**src/rtl/mdu_pkg.sv**
```systemverilog
// Shared constants and types for the iterative multiply/divide unit.
// Optional feature macro: MDU_DIV_EN (enables the divide datapath).
package mdu_pkg;

  localparam logic [4:0] ALU_MULT  = 5'd9;
  localparam logic [4:0] ALU_DIV   = 5'd10;
  localparam logic [4:0] ALU_MULTU = 5'd12;
  localparam logic [4:0] ALU_DIVU  = 5'd13;

  // One multiply or divide step per RUN cycle.
  localparam int ITER_COUNT = 32;

  typedef enum logic [1:0] {
    IDLE,
    RUN,
    FIX,
    DONE
  } state_e;

endpackage

```
**src/rtl/mdu_iter_core.sv**
```systemverilog
// 64-bit shift/accumulate datapath: one radix-2 shift-add (multiply) or one
// restoring-divide step per cycle. Sign handling lives in mult_div_unit.
// Optional feature macro: MDU_DIV_EN (divide step present only when defined).
module mdu_iter_core #(
  parameter int W = 32
) (
  input  logic           CLK,
  input  logic           RST,
  input  logic           load,
  input  logic           step,
  input  logic           is_div,
  input  logic [W-1:0]   a_abs,
  input  logic [W-1:0]   b_abs,
  output logic [2*W-1:0] acc
);

  logic [2*W-1:0] acc_q, acc_d;
  logic [W-1:0]   opnd_q, opnd_d;
  logic [W:0]     mul_sum;
`ifdef MDU_DIV_EN
  logic [W:0]     rem_shift;
  logic [W:0]     trial;
`endif

  assign acc = acc_q;

  // Next accumulator: load operands, then one iteration per step.
  always_comb begin
    // NOTE: every always_comb output gets a default first so no path leaves it unassigned (no latch).
    acc_d   = acc_q;
    opnd_d  = opnd_q;
    mul_sum = {1'b0, acc_q[2*W-1:W]} + {1'b0, opnd_q};
`ifdef MDU_DIV_EN
    rem_shift = acc_q[2*W-1:W-1];
    trial     = rem_shift - {1'b0, opnd_q};
`endif
    if (load) begin
      // Multiply keeps the multiplier in the low half and the multiplicand aside;
      // divide keeps the dividend in the low half and the divisor aside.
      if (is_div) begin
        acc_d  = {{W{1'b0}}, a_abs};
        opnd_d = b_abs;
      end else begin
        acc_d  = {{W{1'b0}}, b_abs};
        opnd_d = a_abs;
      end
    end else if (step) begin
`ifdef MDU_DIV_EN
      if (is_div) begin
        // Borrow in bit W means the shifted remainder is below the divisor: restore.
        if (!trial[W]) acc_d = {trial[W-1:0], acc_q[W-2:0], 1'b1};
        else           acc_d = {rem_shift[W-1:0], acc_q[W-2:0], 1'b0};
      end else
`endif
      begin
        if (acc_q[0]) acc_d = {mul_sum, acc_q[W-1:1]};
        else          acc_d = {1'b0, acc_q[2*W-1:1]};
      end
    end
  end

  // Accumulator and held operand registers.
  always_ff @(posedge CLK) begin
    // NOTE: reset is synchronous here: RST is only looked at on the rising edge, like any data input.
    if (!RST) begin
      acc_q  <= '0;
      opnd_q <= '0;
    end else begin
      // NOTE: sequential state uses <= so every flop samples pre-edge values.
      acc_q  <= acc_d;
      opnd_q <= opnd_d;
    end
  end

endmodule

```
**src/rtl/mult_div_unit.sv**
```systemverilog
// Iterative multiply/divide unit with architectural HI/LO registers.
// FSM IDLE -> RUN (32 steps) -> FIX (sign fix, HI/LO write) -> DONE (Done pulse).
// Optional feature macro: MDU_DIV_EN (div/divu accepted only when defined).
module mult_div_unit
  import mdu_pkg::*;
#(
  parameter int DATA_WIDTH       = 32,
  parameter int ALUControl_width = 5
) (
  input  logic                        CLK,
  input  logic                        RST,
  input  logic                        Start,
  input  logic [ALUControl_width-1:0] ALUControl,
  input  logic [DATA_WIDTH-1:0]       SrcA,
  input  logic [DATA_WIDTH-1:0]       SrcB,
  input  logic                        MTHI,
  input  logic                        MTLO,
  output logic                        Busy,
  output logic                        Done,
  output logic [DATA_WIDTH-1:0]       HI,
  output logic [DATA_WIDTH-1:0]       LO
);

  localparam int W  = DATA_WIDTH;
  localparam int CW = $clog2(ITER_COUNT);
  localparam logic [CW-1:0] LAST_ITER = CW'(ITER_COUNT - 1);

  state_e          state_q, state_d;
  logic [CW-1:0]   count_q, count_d;
  logic            busy_q, busy_d, done_q, done_d;
  logic [W-1:0]    hi_q, hi_d, lo_q, lo_d;
  logic            is_div_q, is_div_d;
  logic            neg_q, neg_d;         // product / quotient sign
  logic            rem_neg_q, rem_neg_d; // remainder takes the dividend's sign
  logic            dbz_q, dbz_d;         // divide by zero forces LO to all ones

  logic            op_mult, op_multu, op_div, op_divu;
  logic            op_signed, op_is_div, op_valid;
  logic            a_neg, b_neg;
  logic [W-1:0]    a_abs, b_abs;
  logic            core_load, core_step, core_is_div;
  logic [2*W-1:0]  core_acc, prod;
  logic [W-1:0]    quot, rem;

  assign op_mult  = (ALUControl == ALUControl_width'(ALU_MULT));
  assign op_multu = (ALUControl == ALUControl_width'(ALU_MULTU));
`ifdef MDU_DIV_EN
  assign op_div   = (ALUControl == ALUControl_width'(ALU_DIV));
  assign op_divu  = (ALUControl == ALUControl_width'(ALU_DIVU));
`else
  assign op_div   = 1'b0;
  assign op_divu  = 1'b0;
`endif
  assign op_signed = op_mult | op_div;
  assign op_is_div = op_div | op_divu;
  assign op_valid  = op_mult | op_multu | op_is_div;

  assign a_neg = op_signed & SrcA[W-1];
  assign b_neg = op_signed & SrcB[W-1];
  assign a_abs = a_neg ? -SrcA : SrcA;
  assign b_abs = b_neg ? -SrcB : SrcB;

  mdu_iter_core #(.W(W)) u_core (
    .CLK    (CLK),
    .RST    (RST),
    .load   (core_load),
    .step   (core_step),
    .is_div (core_is_div),
    .a_abs  (a_abs),
    .b_abs  (b_abs),
    .acc    (core_acc)
  );

  // Sign-corrected results from the unsigned magnitude accumulator.
  always_comb begin
    prod = neg_q ? -core_acc : core_acc;
    quot = neg_q ? -core_acc[W-1:0] : core_acc[W-1:0];
    rem  = rem_neg_q ? -core_acc[2*W-1:W] : core_acc[2*W-1:W];
  end

  // Next-state, counter, sign flags and HI/LO update.
  always_comb begin
    state_d     = state_q;
    count_d     = count_q;
    busy_d      = busy_q;
    done_d      = 1'b0;
    hi_d        = hi_q;
    lo_d        = lo_q;
    is_div_d    = is_div_q;
    neg_d       = neg_q;
    rem_neg_d   = rem_neg_q;
    dbz_d       = dbz_q;
    core_load   = 1'b0;
    core_step   = 1'b0;
    core_is_div = is_div_q;
    unique case (state_q)
      IDLE: begin
        if (Start && op_valid) begin
          // A valid Start wins over any simultaneous move.
          state_d     = RUN;
          count_d     = '0;
          busy_d      = 1'b1;
          is_div_d    = op_is_div;
          neg_d       = a_neg ^ b_neg;
          rem_neg_d   = a_neg;
          dbz_d       = op_is_div && (SrcB == '0);
          core_load   = 1'b1;
          core_is_div = op_is_div;
        end else begin
          if (MTHI) hi_d = SrcA;
          if (MTLO) lo_d = SrcA;
        end
      end
      RUN: begin
        core_step = 1'b1;
        count_d   = count_q + 1'b1;
        if (count_q == LAST_ITER) state_d = FIX;
      end
      FIX: begin
        if (is_div_q) begin
          lo_d = dbz_q ? '1 : quot;
          hi_d = rem;
        end else begin
          {hi_d, lo_d} = prod;
        end
        busy_d  = 1'b0;
        done_d  = 1'b1;
        state_d = DONE;
      end
      DONE: state_d = IDLE;
      default: state_d = IDLE;
    endcase
  end

  // Control and architectural registers; reset aborts any operation in flight.
  always_ff @(posedge CLK) begin
    if (!RST) begin
      state_q   <= IDLE;
      count_q   <= '0;
      busy_q    <= 1'b0;
      done_q    <= 1'b0;
      hi_q      <= '0;
      lo_q      <= '0;
      is_div_q  <= 1'b0;
      neg_q     <= 1'b0;
      rem_neg_q <= 1'b0;
      dbz_q     <= 1'b0;
    end else begin
      state_q   <= state_d;
      count_q   <= count_d;
      busy_q    <= busy_d;
      done_q    <= done_d;
      hi_q      <= hi_d;
      lo_q      <= lo_d;
      is_div_q  <= is_div_d;
      neg_q     <= neg_d;
      rem_neg_q <= rem_neg_d;
      dbz_q     <= dbz_d;
    end
  end

  assign Busy = busy_q;
  assign Done = done_q;
  assign HI   = hi_q;
  assign LO   = lo_q;

endmodule

```
**config.mk**
```make
export PLATFORM = sky130hd
export DESIGN_NAME = mult_div_unit
export DESIGN_NICKNAME = d
export VERILOG_FILES = /design/src/rtl/mdu_pkg.sv /design/src/rtl/mdu_iter_core.sv /design/src/rtl/mult_div_unit.sv
export SDC_FILE = /design/constraint.sdc
export NUM_CORES = 1
export LEC_CHECK = 0
export CAP_MARGIN = 20
export CORE_MARGIN = 2
export CORE_UTILIZATION = 35
export DETAILED_ROUTE_END_ITERATION = 8
export GPL_TIMING_DRIVEN = 0
export PLACE_DENSITY = 0.61
export SYNTH_ARGS = -nofsm -noshare
export SYNTH_HDL_FRONTEND = slang
export SYNTH_SLANG_ARGS = --single-unit
```
**constraint.sdc**
```tcl
create_clock -name CLK -period 4 [get_ports CLK]
set_input_delay 1.2 -clock CLK [delete_from_list [all_inputs] [get_ports CLK]]
set_output_delay 1.2 -clock CLK [all_outputs]
set_load 0.02 [all_outputs]
```
* Word-level counts from Yosys, hierarchy flattened *
Cells that the tools add are included.

storage, ports and cells
  bits in registers = 172
  input bits = 74

cells by class
  add/sub/neg operators = 7
  eq/ne operators = 11
  multiplexer cells = 31
  bitwise gates (word level) = 4
  reduce and logical (&&, ||, !) cells = 11

operators with widths
  operator             number
  $mux 32              12
  $mux 64              4
  $neg 32->32          4
  $pmux 32 s2          2
  $neg 64->64          1
  $add 32x32->33       1
  $eq 5x4->1 const B   2
  $ne 2x2->1 const B   5
  $pmux 5 s2           1
  $pmux 2 s4           1
  $reduce_and 2->1     4
  $mux 1               7
  $reduce_and 3->1     2
  $reduce_bool 2->1    3
  $add 5x1->5 const B  1
  $eq 5x5->1 const B   1
  $mux 5               1
  $eq 2x2->1 const B   2
  $mux 2               2
  $and 1x1->1          2
  $eq 2x1->1 const B   1
  $logic_not 2->1      1
  $pmux 1 s2           1
  $logic_and 1x1->1    1
  2 further kinds      2

* Longest topological paths before layout *
  depth in word-level cells = 7
  gate-level depth with buffers = 12
  gate-level depth less buffers = 10

* By module *
Synthesis repeated with hierarchy kept, for this count alone.

unflattened totals
  cell total of the unflattened synthesis = 1,632
  area, all modules = 13,112.6 um2

by module, submodules not included
  module         times used  cells each  area an instance (um2)  seq. area each (um2)
  mult_div_unit  1           918         6,761.5                 1,521.5
  mdu_iter_core  1           714         6,351.1                 1,921.8

* Worst setup path after synthesis *
No wires, ideal clock.

  kind = input-to-reg
  start point = in SrcB[11]
  end point = reg u_core.acc_q[29] (netlist: u_core.acc[29])
  arrival = 3.377 ns
  data required time = 3.881 ns
  path slack = 0.503 ns
  stages on the path = 6
  buffers on the path = 0
  path through = or4_4 or4_4 or4_4 o41a_1 xnor2_1 a21oi_1

on the way
  cells in the longest elaborated chain, start to end = 4

RTL lines
  what                    line                 source
  start: declaration      mult_div_unit.sv:15  input logic [DATA_WIDTH-1:0] SrcB,
  $neg 32->32             mult_div_unit.sv:61  assign b_abs = b_neg ? -SrcB : SrcB;
  $mux 32                 mult_div_unit.sv:61
  $mux 32                 mdu_iter_core.sv:40  if (is_div) begin
  $mux 64                 mdu_iter_core.sv:37  if (load) begin
  end signal: assignment  mdu_iter_core.sv:66  acc_q <= '0;
  end signal: assignment  mdu_iter_core.sv:70  acc_q <= acc_d;
  end: declaration        mdu_iter_core.sv:17  logic [2*W-1:0] acc_q, acc_d;

Every way passes these cells.
A chain may end at the register's enable or synchronous reset.

* Worst setup path after layout *
  start point = reg u_core.acc_q[0] (netlist: u_core.acc[0])
  end point = reg hi_q[12] (netlist: HI[12])

on the way
  cells in the longest elaborated chain, start to end = 4

RTL lines
  what                    line                  source
  $neg 64->64             mult_div_unit.sv:76   prod = neg_q ? -core_acc : core_acc;
  $mux 64                 mult_div_unit.sv:76
  $mux 32                 mult_div_unit.sv:120  if (is_div_q) begin
  $pmux 32 s2             mult_div_unit.sv:96   unique case (state_q)
  end signal: assignment  mult_div_unit.sv:153  hi_q <= hi_d;
  end: declaration        mult_div_unit.sv:31   logic [W-1:0] hi_q, hi_d, lo_q, lo_d;

Every way passes these cells.

==> summary.txt <==
Status
  • Result of the run: finished, final reports clean

STA
  • Achievable frequency: approximately 0.26 GHz
  • Number of endpoints with negative hold slack in the final report: 0
  • Transition time at the pin with the least slew margin: 1090 ps
  • Setup repair after global routing missed its margin: false
  • Shortest period the worst path allows: between 3000 and 4000 ps
  • Setup TNS: 0 ps
  • Period Utilization, post-route: between 90% and 100%
  • # setup viols final: 0
  • Post-route worst hold slack: roughly 470 ps
  • Worst max-slew margin expressed relative to the limit: 25.7%
  • Largest clock skew in the final design: about 10 ps
  • Slew Viols, Final: 0

Global routing
  • Overflow left after global routing: 0
  • Maximum number of pins on one net before global-route repair: 17
  • Global-route wire length before repair: between 70 and 80 mm
  • Via count of the first global-routing pass: roughly 12000
  • Overall routing resource usage: between 20% and 30%
  • Initial antenna violation count: 0

Synthesis
  • Synth top area share: approximately 29%
  • Yosys warning total: 0
  • Cell area after synthesis: 12000 sq um
  • Most area-hungry cell type in the Yosys netlist: sky130_fd_sc_hd__dfxtp_1
  • Mean post-synth cell area: roughly 8.0 sq um
  • Mapped Nets: around 1600
  • Post-synthesis instance total: roughly 1500
  • Post-synthesis register bit count: 172
  • Number of library cell types mapped by synthesis: 70
  • Largest cells by area after synthesis: sky130_fd_sc_hd__dfxtp_1, sky130_fd_sc_hd__xor2_1, sky130_fd_sc_hd__a21oi_1
  • Primary flip-flop cell chosen by synthesis mapping: sky130_fd_sc_hd__dfxtp_1
  • Share of synthesized registers carrying an async set or reset: 0%
  • Number of flops mapped to enable cells by yosys: 0
  • Part of the Yosys area used for sequential elements: about 29%

Clock network
  • Clock Latency Late Sink: 460 ps
  • CTS clk-pin slew, worst paths: ~70 ps
  • Sinks on Clock Net: around 170
  • Count of hold buffers inserted by post-cts repair: 0
  • Clock tree from TritonCTS: done
  • TritonCTS buffer count: 17
  • Number of H-tree levels: 4
  • Buffers from clock root to sink, at most: 2
  • Post-CTS setup-driven buffer insertion count: 0
  • Root buffer selected by CTS: sky130_fd_sc_hd__clkbuf_16

Setup path
  • Data arrival time at the worst-slack endpoint: approximately 4200 ps
  • Data required time at the worst endpoint: around 4300 ps
  • Classification of the worst setup path: flip-flop to flip-flop
  • Crit. End Element: flip-flop
  • Startpoint kind of the worst setup timing path: flip-flop
  • Crit-path max FO: 12

Routing
  • Routed length per placed instance: between 20 and 25 microns
  • WL final: approximately 48 mm
  • Pre-Repair DR Iteration Count: 6
  • Total DRC errors in the routed layout: 0
  • Total number of vias: about 12000
  • Via count normalized by instance count: approximately 5.8
  • Count of antenna-violating nets left after detailed routing: 0
  • Number of DRC markers after the initial detailed-route iteration: about 1100

Floorplan
  • Die ar.: between 30000 and 40000 sq um
  • Core region area: 33600 sq um
  • Starting Density: approximately 36%
  • Die width: roughly 190 microns
  • Number of placement rows: 67
  • Die H: between 150 and 200 microns
  • Boundary Pins: 140

Final layout
  • Fraction of layout cells with a size suffix above 1: approximately 4.4%
  • Count of filler cells inserted in the layout: 3393
  • FF+latch area: about 3400 sq um
  • Multi-input logic area: between 8000 and 9000 sq um
  • Relative area change from synthesis to final layout: 21.3%
  • Final cell area excluding filler cells: about 15000 sq um
  • Number of nets in the layout: around 1800
  • Inserted Diodes: 0

Min path
  • Class of the tightest hold or removal check: flip-flop to flip-flop

Power
  • Cell Pwr Density: between 500 and 600 nW/um^2
  • Maximum ir drop on the vdd rail: 294 uV
  • Leakage power: 5.84 nW

Place
  • Instance area at placement: roughly 14000 sq um
  • Routability congestion estimate from global placement: around 0.95
  • Final HPWL DP: between 30 and 40 mm
  • Number of input and output port buffers inserted: ~140

Flow run
  • Count of max-cap constraint violations: 0
## per-layer routing
metal	wire length, microns	GRT usage, %
met2	22600	44.7
met5	0	0
met1	20000	32.8
met4	2290	12.6
met3	2930	4.08
## synthesized netlist by cell type, drive strengths merged, types with 16 or more instances
cell    count
a211oi     44
a21o       20
a21oi     121
a31oi      16
and2       18
clkbuf     95
dfxtp     172
ha         42
inv        23
mux2i      54
nand2     157
nand3      27
nor2       95
nor2b      41
nor3       32
nor4       16
o211a      46
o211ai     36
o21ai     105
o31ai      23
o41ai      16
or3        26
or4        16
xnor2      62
xor2       73
## worst max-delay path, stage by stage (launching register included)
cell and delay [ps]:
sky130_fd_sc_hd__dfxtp_1 300, sky130_fd_sc_hd__clkbuf_1 310, sky130_fd_sc_hd__inv_1 550, sky130_fd_sc_hd__ha_1 380
sky130_fd_sc_hd__inv_1 130, sky130_fd_sc_hd__nor4b_2 460, sky130_fd_sc_hd__nand4_1 380, sky130_fd_sc_hd__o31ai_4 560
sky130_fd_sc_hd__nand2_1 130, sky130_fd_sc_hd__xor2_1 180, sky130_fd_sc_hd__a221oi_1 290, sky130_fd_sc_hd__nor2b_1 80
## per-stage QoR
step / instances / worst slack, ps / total power, mW / utilization, %
finish: 2120 / 123 / 7.80 / 43.2
global route: 2120 / 12.2 / 8.19 / 43.2
CTS: 2120 / 47.1 / 7.73 / 43.1
detailed placement: 2089 / -508 / 6.03 / 41.4
global placement: 2089 / -430 / 6.02 / 41.4
floorplan: 1502 / 503 / 4.59 / -
## flip-flops by register name, summed over array words and instances, names as in the netlist
| name | count |
|---|---|
| count_q | 5 |
| rem_neg_q | 1 |
| u_core.acc | 64 |
| Busy | 1 |
| LO | 32 |
| HI | 32 |
| state_q | 2 |
| u_core.opnd_q | 32 |
| is_div_q | 1 |
| Done | 1 |
| neg_q | 1 |
## worst paths after layout
kind | cells after the start | from | slack [ps] | end
setup reg to reg | 11 | u_core.acc[0]$_SDFFE_PN0P_ | 120 | HI[12]$_SDFFE_PN0P_
setup / recovery | 11 | u_core.acc[0]$_SDFFE_PN0P_ | 120 | HI[12]$_SDFFE_PN0P_
hold reg to reg | 2 | u_core.opnd_q[0]$_SDFFE_PN0P_ | 470 | u_core.opnd_q[0]$_SDFFE_PN0P_
hold / removal | 2 | u_core.opnd_q[0]$_SDFFE_PN0P_ | 470 | u_core.opnd_q[0]$_SDFFE_PN0P_
## report_power, final
group	internal [mW]	total, mW	leakage, nW	switching [mW]
clock network	0.925	1.70	0.275	0.777
registers	2.00	2.40	1.40	0.392
logic	1.32	3.70	4.17	2.37
total	4.25	7.80	5.84	3.54
## layout make-up
| class | count | share of cell area [%] |
|---|---|---|
| Multi-Input combinational cell | 1202 | 55.2 |
| Clock inverter | 13 | 0.974 |
| Inverter | 23 | 0.595 |
| Buffer | 104 | 3.07 |
| Sequential cell | 172 | 23.7 |
| Tap cell | 448 | 3.86 |
| Timing Repair Buffer | 139 | 9.59 |
| Clock buffer | 19 | 2.98 |
## placed cells by master (no fill, tap or decap), types with 44 or more instances in the layout
cell                              Yosys  final
sky130_fd_sc_hd__mux2i_1             54     54
sky130_fd_sc_hd__xnor2_1             62     62
sky130_fd_sc_hd__clkbuf_1            92     90
sky130_fd_sc_hd__a211oi_1            44     44
sky130_fd_sc_hd__o211a_1             46     46
sky130_fd_sc_hd__clkdlybuf4s50_1      0    139
sky130_fd_sc_hd__nand2_1            157    157
sky130_fd_sc_hd__a21oi_1            121    119
sky130_fd_sc_hd__nor2_1              95     95
sky130_fd_sc_hd__dfxtp_1            172    172
sky130_fd_sc_hd__xor2_1              73     73
sky130_fd_sc_hd__o21ai_0            103    103
## kinds of logic after synthesis
family	Yosys count	synth area share (%)
compound gates	491	27.7
xor+xnor	135	9.88
fa+ha+maj	43	4.56
buf+inv	128	4.44
flops	172	28.8
mux	58	4.89
simple gates	475	19.8
## what timing repair did
item,in CTS,in global routing
resized for setup,2,8
gates cloned,0,0
endpoints found under the setup margin,16,17
No activity file was read; power rests on OpenSTA's default activity.
